--- config.mk ---
export PLATFORM = sky130hd
export DESIGN_NAME = matmul_apb_slave_flat
export DESIGN_NICKNAME = d
export VERILOG_FILES = /design/src/rtl/matmul_pkg.sv /design/src/rtl/matmul_apb_slave_if.sv /design/src/rtl/matmul_strb_reg.sv /design/src/rtl/matmul_apb_slave.sv /design/src/flat_wrapper.sv
export SDC_FILE = /design/constraint.sdc
export NUM_CORES = 1
export LEC_CHECK = 0
export CORE_ASPECT_RATIO = 1.2
export CORE_MARGIN = 2
export CORE_UTILIZATION = 30
export DETAILED_ROUTE_END_ITERATION = 7
export PLACE_DENSITY_LB_ADDON = 0.2
export SETUP_SLACK_MARGIN = 0.02
export SYNTH_ARGS = -nofsm -noshare
export SYNTH_HDL_FRONTEND = slang
export SYNTH_SLANG_ARGS = --single-unit
export TNS_END_PERCENT = 20
--- constraint.sdc ---
create_clock -name clk_i -period 11.8 [get_ports clk_i]
set_input_delay 1.18 -clock clk_i [delete_from_list [all_inputs] [get_ports clk_i]]
set_output_delay 1.18 -clock clk_i [all_outputs]
set_load 0.01 [all_outputs]
--- src/rtl/matmul_pkg.sv ---
// Shared constants for the matmul APB front end: register offsets, address
// fields, control-register bit positions and the read-path FSM states.
package matmul_pkg;

    localparam int unsigned REG_W      = 5;
    localparam int unsigned IDX_W      = 2;
    localparam int unsigned ROW_LSB    = 5;
    localparam int unsigned COL_LSB    = 7;
    localparam int unsigned CTRL_WIDTH = 16;

    localparam logic [REG_W-1:0] REG_CTRL    = 5'd0;
    localparam logic [REG_W-1:0] REG_OPA     = 5'd4;
    localparam logic [REG_W-1:0] REG_OPB     = 5'd8;
    localparam logic [REG_W-1:0] REG_FLAGS   = 5'd12;
    localparam logic [REG_W-1:0] REG_SP_BASE = 5'd16;
    localparam logic [REG_W-1:0] REG_SP_MASK = 5'b10011;

    localparam int unsigned CTRL_START_BIT = 0;
    localparam int unsigned CTRL_MODE_BIT  = 1;
    localparam int unsigned CTRL_TGT_LSB   = 2;
    localparam int unsigned CTRL_SRC_LSB   = 4;
    localparam int unsigned CTRL_N_LSB     = 8;
    localparam int unsigned CTRL_K_LSB     = 10;
    localparam int unsigned CTRL_M_LSB     = 12;

    localparam int unsigned FLAG_BUSY_BIT = 0;
    localparam int unsigned FLAG_DONE_BIT = 1;

    typedef enum logic [1:0] {
        ST_IDLE     = 2'd0,
        ST_SP_WAIT  = 2'd1,
        ST_COMPLETE = 2'd2
    } state_e;

endpackage

--- src/rtl/matmul_apb_slave_if.sv ---
// APB bus bundle between the CPU/stimulus master and the matmul front end.
interface matmul_apb_slave_if #(
    parameter int unsigned BUS_WIDTH  = 32,
    parameter int unsigned ADDR_WIDTH = 16,
    parameter int unsigned DATA_WIDTH = 8
);
    localparam int unsigned MAX_DIM = BUS_WIDTH / DATA_WIDTH;

    logic                  psel;
    logic                  penable;
    logic                  pwrite;
    logic [ADDR_WIDTH-1:0] paddr;
    logic [BUS_WIDTH-1:0]  pwdata;
    logic [MAX_DIM-1:0]    pstrb;
    logic [BUS_WIDTH-1:0]  prdata;
    logic                  pready;
    logic                  pslverr;

    modport master (
        output psel, penable, pwrite, paddr, pwdata, pstrb,
        input  prdata, pready, pslverr
    );

    modport slave (
        input  psel, penable, pwrite, paddr, pwdata, pstrb,
        output prdata, pready, pslverr
    );

endinterface

--- src/rtl/matmul_strb_reg.sv ---
// Lane-masked register: each LANE_W slice is loaded only when its strobe is set.
module matmul_strb_reg #(
    parameter int unsigned WIDTH  = 32,
    parameter int unsigned LANE_W = 8
) (
    input  logic                      clk_i,
    input  logic                      rst_ni,
    input  logic                      we_i,
    input  logic [WIDTH/LANE_W-1:0]   strb_i,
    input  logic [WIDTH-1:0]          wdata_i,
    output logic [WIDTH-1:0]          q_o
);
    localparam int unsigned LANES = WIDTH / LANE_W;

    logic [WIDTH-1:0] data_q;

    always_ff @(posedge clk_i or posedge rst_ni) begin
        if (rst_ni) begin
            data_q <= '0;
        end else if (we_i) begin
            for (int unsigned k = 0; k < LANES; k++) begin
                if (strb_i[k]) begin
                    data_q[k*LANE_W +: LANE_W] <= wdata_i[k*LANE_W +: LANE_W];
                end
            end
        end
    end

    assign q_o = data_q;

endmodule

--- src/rtl/matmul_apb_slave.sv ---
// APB slave front end of the matmul accelerator: operand banks, control/flags
// registers, start pulse generation and wait-stated scratchpad read-back.
module matmul_apb_slave
    import matmul_pkg::*;
#(
    parameter int unsigned BUS_WIDTH   = 32,
    parameter int unsigned DATA_WIDTH  = 8,
    parameter int unsigned ADDR_WIDTH  = 16,
    parameter int unsigned SP_NTARGETS = 1
) (
    input  logic                                        clk_i,
    input  logic                                        rst_ni,
    matmul_apb_slave_if.slave                           apb,
    output logic [BUS_WIDTH*(BUS_WIDTH/DATA_WIDTH)-1:0] a_mat_o,
    output logic [BUS_WIDTH*(BUS_WIDTH/DATA_WIDTH)-1:0] b_mat_o,
    output logic [CTRL_WIDTH-1:0]                       ctrl_o,
    output logic                                        start_o,
    input  logic                                        busy_i,
    input  logic                                        done_i,
    output logic                                        sp_rd_o,
    output logic [IDX_W-1:0]                            sp_sel_o,
    output logic [IDX_W-1:0]                            sp_row_o,
    output logic [IDX_W-1:0]                            sp_col_o,
    input  logic [BUS_WIDTH-1:0]                        sp_rdata_i,
    input  logic                                        sp_rvalid_i
);
    localparam int unsigned MAX_DIM    = BUS_WIDTH / DATA_WIDTH;
    localparam int unsigned CTRL_LANES = CTRL_WIDTH / DATA_WIDTH;

    state_e               state_q;
    logic                 pready_q;
    logic                 pslverr_q;
    logic [BUS_WIDTH-1:0] prdata_q;
    logic                 start_q;
    logic                 sp_rd_q;
    logic [IDX_W-1:0]     sp_sel_q;
    logic [IDX_W-1:0]     sp_row_q;
    logic [IDX_W-1:0]     sp_col_q;
    logic                 done_flag_q;

    logic [REG_W-1:0]     reg_c;
    logic [IDX_W-1:0]     row_c;
    logic [IDX_W-1:0]     col_c;
    logic [IDX_W-1:0]     sp_idx_c;
    logic                 is_ctrl_c, is_opa_c, is_opb_c, is_flags_c, is_sp_c, sp_ok_c;
    logic                 take_c, wr_reg_c, wr_en_c, err_c, sp_go_c;
    logic                 start_c, done_clr_c;
    logic [BUS_WIDTH-1:0] rd_data_c;
    logic                 unused_addr;

    assign unused_addr = ^apb.paddr[ADDR_WIDTH-1:COL_LSB+IDX_W];

    // Address decode and per-access qualification, evaluated in the access cycle
    always_comb begin
        reg_c      = apb.paddr[REG_W-1:0];
        row_c      = apb.paddr[ROW_LSB +: IDX_W];
        col_c      = apb.paddr[COL_LSB +: IDX_W];
        sp_idx_c   = reg_c[3:2];
        is_ctrl_c  = (reg_c == REG_CTRL);
        is_opa_c   = (reg_c == REG_OPA);
        is_opb_c   = (reg_c == REG_OPB);
        is_flags_c = (reg_c == REG_FLAGS);
        is_sp_c    = ((reg_c & REG_SP_MASK) == REG_SP_BASE);
        sp_ok_c    = is_sp_c && (32'(sp_idx_c) < SP_NTARGETS);
        take_c     = apb.psel && apb.penable && (state_q == ST_IDLE);
        wr_reg_c   = apb.pwrite && (is_ctrl_c || is_opa_c || is_opb_c);
        wr_en_c    = take_c && wr_reg_c && !busy_i;
        err_c      = !(is_ctrl_c || is_opa_c || is_opb_c || is_flags_c || sp_ok_c)
                     || (wr_reg_c && busy_i);
        sp_go_c    = take_c && !apb.pwrite && sp_ok_c;
        // Only a strobed 1 in the start bit counts; a 0->1 edge launches the core
        done_clr_c = wr_en_c && is_ctrl_c && apb.pstrb[CTRL_START_BIT]
                     && apb.pwdata[CTRL_START_BIT];
        start_c    = done_clr_c && !ctrl_o[CTRL_START_BIT];
        rd_data_c  = '0;
        if (is_ctrl_c) begin
            rd_data_c = BUS_WIDTH'(ctrl_o);
        end else if (is_flags_c) begin
            rd_data_c[FLAG_BUSY_BIT] = busy_i;
            rd_data_c[FLAG_DONE_BIT] = done_flag_q;
        end
    end

    matmul_strb_reg #(.WIDTH(CTRL_WIDTH), .LANE_W(DATA_WIDTH)) u_ctrl (
        .clk_i   (clk_i),
        .rst_ni  (rst_ni),
        .we_i    (wr_en_c && is_ctrl_c),
        .strb_i  (apb.pstrb[CTRL_LANES-1:0]),
        .wdata_i (apb.pwdata[CTRL_WIDTH-1:0]),
        .q_o     (ctrl_o)
    );

    for (genvar r = 0; r < MAX_DIM; r++) begin : g_bank
        logic hit_c;
        assign hit_c = (row_c == IDX_W'(r));

        matmul_strb_reg #(.WIDTH(BUS_WIDTH), .LANE_W(DATA_WIDTH)) u_a_row (
            .clk_i   (clk_i),
            .rst_ni  (rst_ni),
            .we_i    (wr_en_c && is_opa_c && hit_c),
            .strb_i  (apb.pstrb),
            .wdata_i (apb.pwdata),
            .q_o     (a_mat_o[r*BUS_WIDTH +: BUS_WIDTH])
        );

        matmul_strb_reg #(.WIDTH(BUS_WIDTH), .LANE_W(DATA_WIDTH)) u_b_col (
            .clk_i   (clk_i),
            .rst_ni  (rst_ni),
            .we_i    (wr_en_c && is_opb_c && hit_c),
            .strb_i  (apb.pstrb),
            .wdata_i (apb.pwdata),
            .q_o     (b_mat_o[r*BUS_WIDTH +: BUS_WIDTH])
        );
    end

    // Transfer FSM: register accesses finish at once, scratchpad reads wait for rvalid
    always_ff @(posedge clk_i or posedge rst_ni) begin
        if (rst_ni) begin
            state_q     <= ST_IDLE;
            pready_q    <= 1'b0;
            pslverr_q   <= 1'b0;
            prdata_q    <= '0;
            start_q     <= 1'b0;
            sp_rd_q     <= 1'b0;
            sp_sel_q    <= '0;
            sp_row_q    <= '0;
            sp_col_q    <= '0;
            done_flag_q <= 1'b0;
        end else begin
            pready_q  <= 1'b0;
            pslverr_q <= 1'b0;
            start_q   <= 1'b0;
            sp_rd_q   <= 1'b0;
            if (done_i) begin
                done_flag_q <= 1'b1;
            end else if (done_clr_c) begin
                done_flag_q <= 1'b0;
            end
            case (state_q)
                ST_IDLE: begin
                    if (sp_go_c) begin
                        sp_rd_q  <= 1'b1;
                        sp_sel_q <= sp_idx_c;
                        sp_row_q <= row_c;
                        sp_col_q <= col_c;
                        state_q  <= ST_SP_WAIT;
                    end else if (take_c) begin
                        pready_q  <= 1'b1;
                        pslverr_q <= err_c;
                        start_q   <= start_c;
                        if (!apb.pwrite) begin
                            prdata_q <= rd_data_c;
                        end
                        state_q <= ST_COMPLETE;
                    end
                end
                ST_SP_WAIT: begin
                    if (sp_rvalid_i) begin
                        prdata_q <= sp_rdata_i;
                        pready_q <= 1'b1;
                        state_q  <= ST_COMPLETE;
                    end
                end
                ST_COMPLETE: state_q <= ST_IDLE;
                default:     state_q <= ST_IDLE;
            endcase
        end
    end

    assign apb.prdata  = prdata_q;
    assign apb.pready  = pready_q;
    assign apb.pslverr = pslverr_q;
    assign start_o     = start_q;
    assign sp_rd_o     = sp_rd_q;
    assign sp_sel_o    = sp_sel_q;
    assign sp_row_o    = sp_row_q;
    assign sp_col_o    = sp_col_q;

endmodule

--- src/flat_wrapper.sv ---
// flat-port wrapper written by rule: the top's interface ports become plain ports
module matmul_apb_slave_flat import matmul_pkg::*;
#(
    parameter int unsigned BUS_WIDTH   = 32,
    parameter int unsigned DATA_WIDTH  = 8,
    parameter int unsigned ADDR_WIDTH  = 16,
    parameter int unsigned SP_NTARGETS = 1
)
  (clk_i, rst_ni, a_mat_o, b_mat_o, ctrl_o, start_o, busy_i, done_i, sp_rd_o, sp_sel_o, sp_row_o, sp_col_o, sp_rdata_i, sp_rvalid_i, apb_psel, apb_penable, apb_pwrite, apb_paddr, apb_pwdata, apb_pstrb, apb_prdata, apb_pready, apb_pslverr);
  matmul_apb_slave_if #(.BUS_WIDTH(BUS_WIDTH), .ADDR_WIDTH(ADDR_WIDTH), .DATA_WIDTH(DATA_WIDTH)) apb_i ();
  input  logic clk_i;
  input  logic rst_ni;
  output logic [BUS_WIDTH*(BUS_WIDTH/DATA_WIDTH)-1:0] a_mat_o;
  output logic [BUS_WIDTH*(BUS_WIDTH/DATA_WIDTH)-1:0] b_mat_o;
  output logic [CTRL_WIDTH-1:0] ctrl_o;
  output logic start_o;
  input  logic busy_i;
  input  logic done_i;
  output logic sp_rd_o;
  output logic [IDX_W-1:0] sp_sel_o;
  output logic [IDX_W-1:0] sp_row_o;
  output logic [IDX_W-1:0] sp_col_o;
  input  logic [BUS_WIDTH-1:0] sp_rdata_i;
  input  logic sp_rvalid_i;
  input wire logic [$bits(apb_i.psel)-1:0] apb_psel;
  input wire logic [$bits(apb_i.penable)-1:0] apb_penable;
  input wire logic [$bits(apb_i.pwrite)-1:0] apb_pwrite;
  input wire logic [$bits(apb_i.paddr)-1:0] apb_paddr;
  input wire logic [$bits(apb_i.pwdata)-1:0] apb_pwdata;
  input wire logic [$bits(apb_i.pstrb)-1:0] apb_pstrb;
  output wire logic [$bits(apb_i.prdata)-1:0] apb_prdata;
  output wire logic [$bits(apb_i.pready)-1:0] apb_pready;
  output wire logic [$bits(apb_i.pslverr)-1:0] apb_pslverr;
  assign apb_i.psel = apb_psel;
  assign apb_i.penable = apb_penable;
  assign apb_i.pwrite = apb_pwrite;
  assign apb_i.paddr = apb_paddr;
  assign apb_i.pwdata = apb_pwdata;
  assign apb_i.pstrb = apb_pstrb;
  assign apb_prdata = apb_i.prdata;
  assign apb_pready = apb_i.pready;
  assign apb_pslverr = apb_i.pslverr;
  matmul_apb_slave #(.BUS_WIDTH(BUS_WIDTH), .DATA_WIDTH(DATA_WIDTH), .ADDR_WIDTH(ADDR_WIDTH), .SP_NTARGETS(SP_NTARGETS)) u_core (.clk_i(clk_i), .rst_ni(rst_ni), .apb(apb_i), .a_mat_o(a_mat_o), .b_mat_o(b_mat_o), .ctrl_o(ctrl_o), .start_o(start_o), .busy_i(busy_i), .done_i(done_i), .sp_rd_o(sp_rd_o), .sp_sel_o(sp_sel_o), .sp_row_o(sp_row_o), .sp_col_o(sp_col_o), .sp_rdata_i(sp_rdata_i), .sp_rvalid_i(sp_rvalid_i));
endmodule
==> impl_metrics.tcl, run 1 <==
set metrics [dict create \
    status "finished, final reports clean" \
    io_pins 406 \
    final-hold-violation-count 0 \
    die_area_sq_um 44080 \
    period_needed_ns 3.605 \
    area_delta_synth_final_pct 45.32 \
    slew_viol_final 0 \
    hold_buffers 0 \
    synth_fp_nets 878 \
    cp-startpoint "apb_paddr[1]" \
    syn_avg_cell_area_sq_um 16.19 \
    synth_cell_types 39 \
    dr.pass1.iters 4 \
    drc 0 \
    grt_usage_pct 16.88 \
    grt_pass1_wl_um 55900 \
    maxSlewHeadroom_pct 28.57 \
    setup.worst_path.end "u_core.g_bank[3].u_b_col.q_o[0]$_DFFE_PP0P_" \
    fin_skew_ns 0.01457 \
    p_leak_nw 8.647 \
    worst_slew_pin_slew_ns 1.072 \
    comb_power_share_pct 4.9 \
    critPathKind "primary input to flip-flop" \
    vias 8045 \
    clkTransAtPathRegs_ns 0.06 \
    ff2ff_setup_slack_ns 8.95 \
    critPathArrivalTime_ns 4.00 \
    antenna_found_initial 5 \
    synth_edf_count 0 \
    reg2regPathDepth 5 \
    nets 1289 \
    fmax_ghz 0.2774 \
    critPathLaunchType "primary input" \
    rsz0062_at_grt "no" \
    clock-sinks 317 \
    cts_made_buffers 36 \
    hold_ws_ns 0.4776 \
    grt_max_degree 99 \
    cellPowerDensity_nw_per_um2 127.7 \
    required_ns 12.20 \
    first_global_vias 8480 \
    utilization_pct 44.17 \
    cts_root_buf "clkbuf_16" \
    drive_gt1_share_pct 31.97 \
    synthCells 786 \
    die_width_um 192.0 \
    routed_wl_um 37130 \
    fin_crit_sh_pct 30.55 \
    rows 82 \
    fp.dieH_um 229.6 \
    crit_fanout 34 \
    avgViaCountPerCell 4.538 \
    ir_worst_vdd_mv 0.1026 \
    hpwl_um 26380 \
    post-cts-setup-buffer-count 0 \
    switching_share_pct 21.84 \
    r2r_start "u_core.state_q[1]$_DFFE_PP0P_" \
    initial_core_util_pct 30.40 \
    ys.flop_type "dfrtp_1" \
    tns_ns 0 \
    synthArstFlopShare_pct 100.0 \
    synthesis.area_sq_um 12720 \
    power_switching_w 0.0005155 \
    yosysWarnings 0 \
    core_area_sq_um 41860 \
    fillCellCount 3870 \
    cap_violations 0 \
    drt_iter0_drc 259 \
    min_path_type "flip-flop to flip-flop" \
    wl_per_cell_um 20.94 \
    cts_resized 0 \
    cts_buffer_depth 3 \
    worstReg2RegEnd "u_core.g_bank[3].u_b_col.q_o[0]$_DFFE_PP0P_" \
    pwr-share-seq_pct 46.6 \
    cts_htree_levels 2 \
    final_antenna_net_count 0 \
    clk_latency_ns 0.52 \
    grt.overflow.total 0 \
    setup_viol 0 \
    numPortBuffers 398 \
    gp_congestion 0.7487 \
    cts_tree "yes" \
    end_kind "flip-flop" \
    p_int_w 0.001845 \
    p_clk_share_pct 48.4 \
    ys_ff_latch 317 \
    synth-seq-area-share_pct 62.35 \
]
## critical path, cell delays in order
cell and delay [ns]:
clkdlybuf4s50_1 0.47, or4b_4 0.57, nor4_4 0.14, buf_4 0.59, and4_1 0.63, mux2_2 0.39
## cell families after synthesis
family                 Yosys count  synth area share (%)
buffers and inverters           50                 1.967
and+or+nand+nor                 87                 6.146
AOI/OAI and AO/OA               25                 1.583
muxes                          307                 27.96
DFF                            317                 62.35
## worst min path at each step
stage	startpoint	slack (ns)	end	depth (start not counted)
2_1_floorplan	u_core.done_flag_q$_DFFE_PP0P_	0.45	u_core.done_flag_q$_DFFE_PP0P_	1
6_report	u_core.done_flag_q$_DFFE_PP0P_	0.48	u_core.done_flag_q$_DFFE_PP0P_	1
5_1_grt	u_core.done_flag_q$_DFFE_PP0P_	0.51	u_core.done_flag_q$_DFFE_PP0P_	1
3_3_place_gp	u_core.done_flag_q$_DFFE_PP0P_	0.46	u_core.done_flag_q$_DFFE_PP0P_	1
4_1_cts	u_core.done_flag_q$_DFFE_PP0P_	0.48	u_core.done_flag_q$_DFFE_PP0P_	1
3_5_place_dp	u_core.done_flag_q$_DFFE_PP0P_	0.47	u_core.done_flag_q$_DFFE_PP0P_	1
## layout make-up
cell class,instances,area (sq um),area share [%]
inverter,18,75.07,0.4060
timing repair buffer,405,4036,21.83
multi-input combinational,419,4544,24.58
clock buffer,54,1080,5.840
tap,546,683.2,3.695
clock inverter,10,128.9,0.6970
sequential,317,7933,42.90
antenna,4,10.01,0.05413
## sequential cells by signal (all words and copies together) (netlist names)
name                       count
u_core.sp_col_o                2
u_core.apb.pready              1
u_core.state_q                 2
u_core.g_bank.u_a_row.q_o    128
u_core.sp_rd_o                 1
u_core.apb.pslverr             1
u_core.u_ctrl.q_o             16
u_core.sp_sel_o                2
u_core.apb.prdata             32
u_core.done_flag_q             1
u_core.g_bank.u_b_col.q_o    128
u_core.sp_row_o                2
u_core.start_o                 1
## power groups by stage
stage                     clock network [W]  logic [W]  registers (W)
after global placement                    0   0.000120        0.00112
after global routing                0.00122   0.000129        0.00110
after CTS                           0.00118   0.000121        0.00110
final                               0.00114   0.000117        0.00110
after floorplan                           0  0.0000396        0.00112
after detailed placement                  0   0.000121        0.00112
## cells in the final DEF (no fill, tap or decap), types with 5 or more instances in the layout
cell,synthesis,final
nand3_4,19,19
and2_1,11,11
mux2_2,259,259
clkbuf_1,16,8
nand2_1,22,22
inv_1,18,17
buf_4,3,7
clkbuf_16,0,37
a22o_1,14,14
dfrtp_1,317,317
clkbuf_8,0,9
clkinv_2,0,6
mux2_4,32,32
clkdlybuf4s50_1,0,398
nand3_2,6,6
nor2b_1,6,5
mux2i_1,16,16
## routing by layer
metal	GRT usage, %	vias up	routed length [um]
met3	4.857	59	2564
met4	5.463	4	1046
li1	-	3638	-
met1	21.48	4102	15400
met5	0	-	26
met2	27.55	242	18100
## Yosys cell counts (2+ instances only)
library cell / n / share of area, %
inv_1: 18 / 0.53
mux2_4: 32 / 3.8
buf_2: 9 / 0.35
nor3_1: 2 / 0.079
nand3_4: 19 / 2.6
a22oi_1: 2 / 0.12
buf_4: 3 / 0.18
dfrtp_1: 317 / 62
nand3_2: 6 / 0.47
o21ai_0: 3 / 0.12
nand4_1: 2 / 0.098
a21o_1: 2 / 0.12
and2_1: 11 / 0.54
a22o_1: 14 / 0.96
mux2i_1: 16 / 1.3
buf_12: 2 / 0.31
and4_1: 4 / 0.28
clkbuf_1: 16 / 0.47
nand2_1: 22 / 0.65
and4_2: 4 / 0.31
mux2_2: 259 / 23
nor2b_1: 6 / 0.30
## stage by stage
| stage | instance area [sq um] | worst slack, ns | total power [W] | std cells |
|---|---|---|---|---|
| 2_1_floorplan | 12720 | 1.849 | 0.001164 | 786 |
| 3_3_place_gp | 17270 | 7.659 | 0.001240 | 1705 |
| 3_5_place_dp | 17270 | 7.645 | 0.001242 | 1705 |
| 4_1_cts | 18480 | 8.189 | 0.002405 | 1769 |
| 5_1_grt | 18490 | 8.048 | 0.002454 | 1772 |
| 6_report | 18490 | 8.195 | 0.002361 | 1773 |
Note: power is estimated with default switching activity, not from simulation.
==> inputs of run 2 (changes only) <==
clock period = 3.2 ns   (was 11.8 ns; I/O delays follow)
==> impl_metrics.tcl, run 2 (synthesis gave the netlist of run 1 again) <==
set metrics [dict create \
    cts_tree "yes" \
    fin_crit_sh_pct 77.79 \
    critPathKind "flip-flop to flip-flop" \
    die_width_um 192.0 \
    power.total_w 0.008838 \
    antenna_found_initial 2 \
    status "finished, final reports clean" \
    crit_fanout 34 \
    clk_latency_ns 0.52 \
    most-common-layout-cells "clkdlybuf4s50_1 (398), dfrtp_1 (317), mux2_2 (259)" \
    setup_viol 0 \
    core_area_sq_um 41860 \
    avgViaCountPerCell 4.541 \
    grt.overflow.total 0 \
    grt_usage_pct 16.99 \
    maxSlewHeadroom_pct 53.74 \
    vias 8074 \
    slew_viol_final 0 \
    post-cts-setup-buffer-count 0 \
    routed_wl_um 37560 \
    tns_ns 0 \
    die_area_sq_um 44080 \
    cts_resized 0 \
    met1_usage_pct 21.02 \
    area_delta_synth_final_pct 46.62 \
    first_global_vias 8547 \
    busiest_layer "met2" \
    p_leak_nw 8.733 \
    end_kind "flip-flop" \
    cts_buffer_depth 3 \
    drt_iter0_drc 261 \
    cap_violations 0 \
    cts_root_buf "clkbuf_16" \
    layout_commonest_cell "clkdlybuf4s50_1" \
    gp_congestion 0.7888 \
    rsz0062_at_grt "no" \
    min_path_type "primary input to async pin" \
    fin_skew_ns 0.01306 \
    required_ns 3.60 \
    cts_htree_levels 2 \
    critPathLaunchType "flip-flop" \
    nets 1301 \
    met3_usage_pct 4.321 \
    final_antenna_net_count 0 \
    fmax_ghz 0.4017 \
    hpwl_um 26930 \
    clkTransAtPathRegs_ns 0.06 \
    drive_gt1_share_pct 32.74 \
    dr.pass1.iters 4 \
    worst_slew_pin_slew_ns 0.6939 \
    period_needed_ns 2.489 \
    numPortBuffers 398 \
    cts_made_buffers 37 \
    cellPowerDensity_nw_per_um2 473.8 \
    clock-sinks 317 \
    io_pins 406 \
    drc 0 \
    rows 82 \
    grt_pass1_wl_um 56030 \
    fp.dieH_um 229.6 \
    ir_worst_vdd_mv 0.3077 \
    wl_per_cell_um 21.13 \
    grtUsageMet2_pct 29.28 \
    hold_buffers 0 \
    final-hold-violation-count 0 \
    critPathArrivalTime_ns 2.89 \
    grt_max_degree 124 \
    initial_core_util_pct 30.40 \
]
-- run 2: changes by cell type in the layout (fill, tap and decap cells not counted) --
cell	previous run	this run
clkbuf_1	8	4
buf_4	7	13
clkbuf_8	9	11
inv_8	1	0
buf_12	0	5
clkinv_2	6	4
bufinv_16	3	4
clkinvlp_4	0	2
inv_6	1	0
diode_2	4	1
-- run 2: layout make-up --
class	instances	area [sq um]
Timing Repair Buffer	416	4182
Fill cell	3873	23200
Antenna cell	1	2.502
Multi-Input combinational cell	419	4544
Inverter	18	71.32
Clock buffer	52	1092
Clock inverter	9	147.6
Tap cell	546	683.2
Sequential cell	317	7933
-- run 2: path summary, 6_finish.rpt --
check / start / to / slack, ns / depth (start not counted)
hold reg to reg: u_core.done_flag_q$_DFFE_PP0P_ / u_core.done_flag_q$_DFFE_PP0P_ / 0.48 / 1
max in group asynchronous: rst_ni / u_core.g_bank[0].u_b_col.q_o[20]$_DFFE_PP0P_ / 2.08 / 3
min in group clk_i: sp_rdata_i[22] / u_core.apb.prdata[22]$_DFFE_PP0P_ / 0.35 / 3
setup reg to reg: u_core.state_q[1]$_DFFE_PP0P_ / u_core.g_bank[3].u_a_row.q_o[24]$_DFFE_PP0P_ / 0.71 / 5
setup / recovery: u_core.state_q[1]$_DFFE_PP0P_ / u_core.g_bank[3].u_a_row.q_o[24]$_DFFE_PP0P_ / 0.71 / 5
hold / removal: rst_ni / u_core.g_bank[3].u_a_row.q_o[15]$_DFFE_PP0P_ / 0.15 / 2
-- run 2: per-stage QoR --
step	utilization [%]	setup WS (ns)	hold WS [ns]	area (sq um)	instances
after floorplan	-	-1.345	0.4123	12730	786
after detailed placement	41.60	0.2638	0.4665	17410	1716
final	44.57	0.7108	0.1501	18660	1778
after global placement	41.60	0.2909	0.4605	17410	1716
after global routing	44.56	0.5677	0.1463	18650	1777
after CTS	44.56	0.6801	0.1261	18650	1777
-- run 2: worst max-delay path: stages, from the launching register on --
cell       delay (ns)
dfrtp_1          0.40
nand4bb_1        0.37
nor4_4           0.39
buf_12           0.32
and4_1           0.51
mux2_2           0.38
-- run 2: per-layer routing --
layer,routed length [um],share of wire (%)
met5,31,0.083
met3,2361,6.3
met4,781,2.1
met2,18820,50
met1,15570,41
-- run 2: power by group --
part / internal (W) / switching (W)
registers: 0.00404 / 0.0000185
clock network: 0.00268 / 0.00165
logic: 0.000201 / 0.000243
total: 0.00692 / 0.00191
==> inputs of run 3 (changes only) <==
clock period = 2.4 ns   (was 3.2 ns; I/O delays follow)
==> impl_metrics.tcl, run 3 (synthesis gave the netlist of run 1 again) <==
set metrics [dict create \
    status "finished, final reports clean" \
    slew_viol_final 0 \
    gp_congestion 0.7873 \
    io_pins 406 \
    dr.pass1.iters 4 \
    drive_gt1_share_pct 34.56 \
    final-hold-violation-count 0 \
    multi_input_area_sq_um 4544 \
    cts_tree "yes" \
    drc 0 \
    layout_commonest_cell "clkdlybuf4s50_1" \
    hpwl_um 28130 \
    p_leak_nw 8.963 \
    numPortBuffers 398 \
    cts_root_buf "clkbuf_16" \
    fin_skew_ns 0.01225 \
    initial_core_util_pct 30.40 \
    cts_resized 0 \
    end_kind "flip-flop" \
    seq_area_sq_um 7933 \
    cp-startpoint "u_core.state_q[1]$_DFFE_PP0P_" \
    fin_ws_ns 0.2567 \
    grt_pass1_wl_um 57610 \
    worst_slew_pin_slew_ns 0.6972 \
    vias 8274 \
    critPathArrivalTime_ns 2.55 \
    antenna_found_initial 2 \
    rsz0062_at_grt "no" \
    fillCellCount 3855 \
    cts_made_buffers 36 \
    grt.overflow.total 0 \
    area_delta_synth_final_pct 50.02 \
    maxSlewHeadroom_pct 53.52 \
    fin_crit_sh_pct 89.30 \
    cellPowerDensity_nw_per_um2 604.1 \
    period_needed_ns 2.143 \
    first_global_vias 8969 \
    die_width_um 192.0 \
    avgViaCountPerCell 4.531 \
    cts_htree_levels 2 \
    clk_latency_ns 0.52 \
    ir_worst_vdd_mv 0.5237 \
    wl_per_cell_um 20.88 \
    rows 82 \
    nets 1345 \
    min_path_type "primary input to async pin" \
    final_antenna_net_count 0 \
    cts_buffer_depth 3 \
    r2r_start "u_core.state_q[1]$_DFFE_PP0P_" \
    clock-sinks 317 \
    hold_buffers 0 \
    critPathLaunchType "flip-flop" \
    grt_usage_pct 17.34 \
    routed_wl_um 38120 \
    die_area_sq_um 44080 \
    most-common-layout-cells "clkdlybuf4s50_1 (398), dfrtp_1 (317), mux2_2 (259)" \
    cap_violations 0 \
    core_area_sq_um 41860 \
    grt_max_degree 84 \
    dpl_worst_slack_ns -0.2077 \
    critPathKind "flip-flop to flip-flop" \
    fp.dieH_um 229.6 \
    crit_fanout 8 \
    setup_viol 0 \
    drt_iter0_drc 202 \
    required_ns 2.80 \
    fmax_ghz 0.4666 \
    clkTransAtPathRegs_ns 0.06 \
    post-cts-setup-buffer-count 0 \
    power.total_w 0.01153 \
]
run 3: changes by cell type in the layout (fill, tap and decap cells not counted), sizes merged:
cell | previous run | this run
clkbuf | 52 | 57
clkinv | 4 | 0
buf | 18 | 63
inv | 17 | 20
clkinvlp | 2 | 3
bufinv | 4 | 2
run 3: layout make-up:
class | instances | area share [%]
Clock buffer | 57 | 5.611
Multi-Input combinational cell | 419 | 23.81
Inverter | 18 | 0.3736
Timing Repair Buffer | 461 | 24.53
Antenna cell | 1 | 0.01311
Sequential cell | 317 | 41.56
Clock inverter | 7 | 0.5309
Tap cell | 546 | 3.579
run 3: final timing paths:
check	end	slack, ns	depth (start not counted)
setup / recovery	u_core.g_bank[3].u_a_row.q_o[20]$_DFFE_PP0P_	0.26	6
hold / removal	u_core.g_bank[3].u_a_row.q_o[15]$_DFFE_PP0P_	0.07	2
setup reg to reg	u_core.g_bank[3].u_a_row.q_o[20]$_DFFE_PP0P_	0.26	6
hold reg to reg	u_core.sp_sel_o[1]$_DFFE_PP0P_	0.48	1
max in group asynchronous	u_core.apb.prdata[10]$_DFFE_PP0P_	1.52	3
min in group clk_i	u_core.apb.prdata[17]$_DFFE_PP0P_	0.26	3
run 3: power breakdown:
part / switching [W] / leakage (nW) / internal, W / total, W
Clock: 0.00219 / 0.564 / 0.00329 / 0.00547
Combinational: 0.000338 / 3.98 / 0.000306 / 0.000644
Sequential: 0.0000249 / 4.42 / 0.00539 / 0.00541
Total: 0.00255 / 8.96 / 0.00898 / 0.0115
run 3: per-layer routing:
layer,track usage (%),wire [um],vias to the layer above
li1,-,-,3746
met1,21.51,15860,4231
met2,29.39,18750,237
met3,4.505,2437,58
met4,5.415,1046,2
met5,0,16,-
run 3: per-stage QoR:
step                instance area [sq um]  TNS, ns  std cells  util [%]  hold WS [ns]
finish                              19090        0       1826     45.60       0.07423
global route                        19090        0       1826     45.60       0.08205
CTS                                 19090        0       1825     45.59       0.05823
detailed placement                  17910   -24.13       1761     42.79        0.4737
global placement                    17910   -26.10       1761     42.79        0.4628
floorplan                           12730  -654.55        786         -        0.3323
run 3: worst max-delay path, stage by stage, from the launching register on:
cell	delay, ns
dfrtp_1	0.39
nand4bb_1	0.18
buf_4	0.17
nor4_4	0.29
buf_4	0.21
and4_2	0.41
mux2_2	0.37
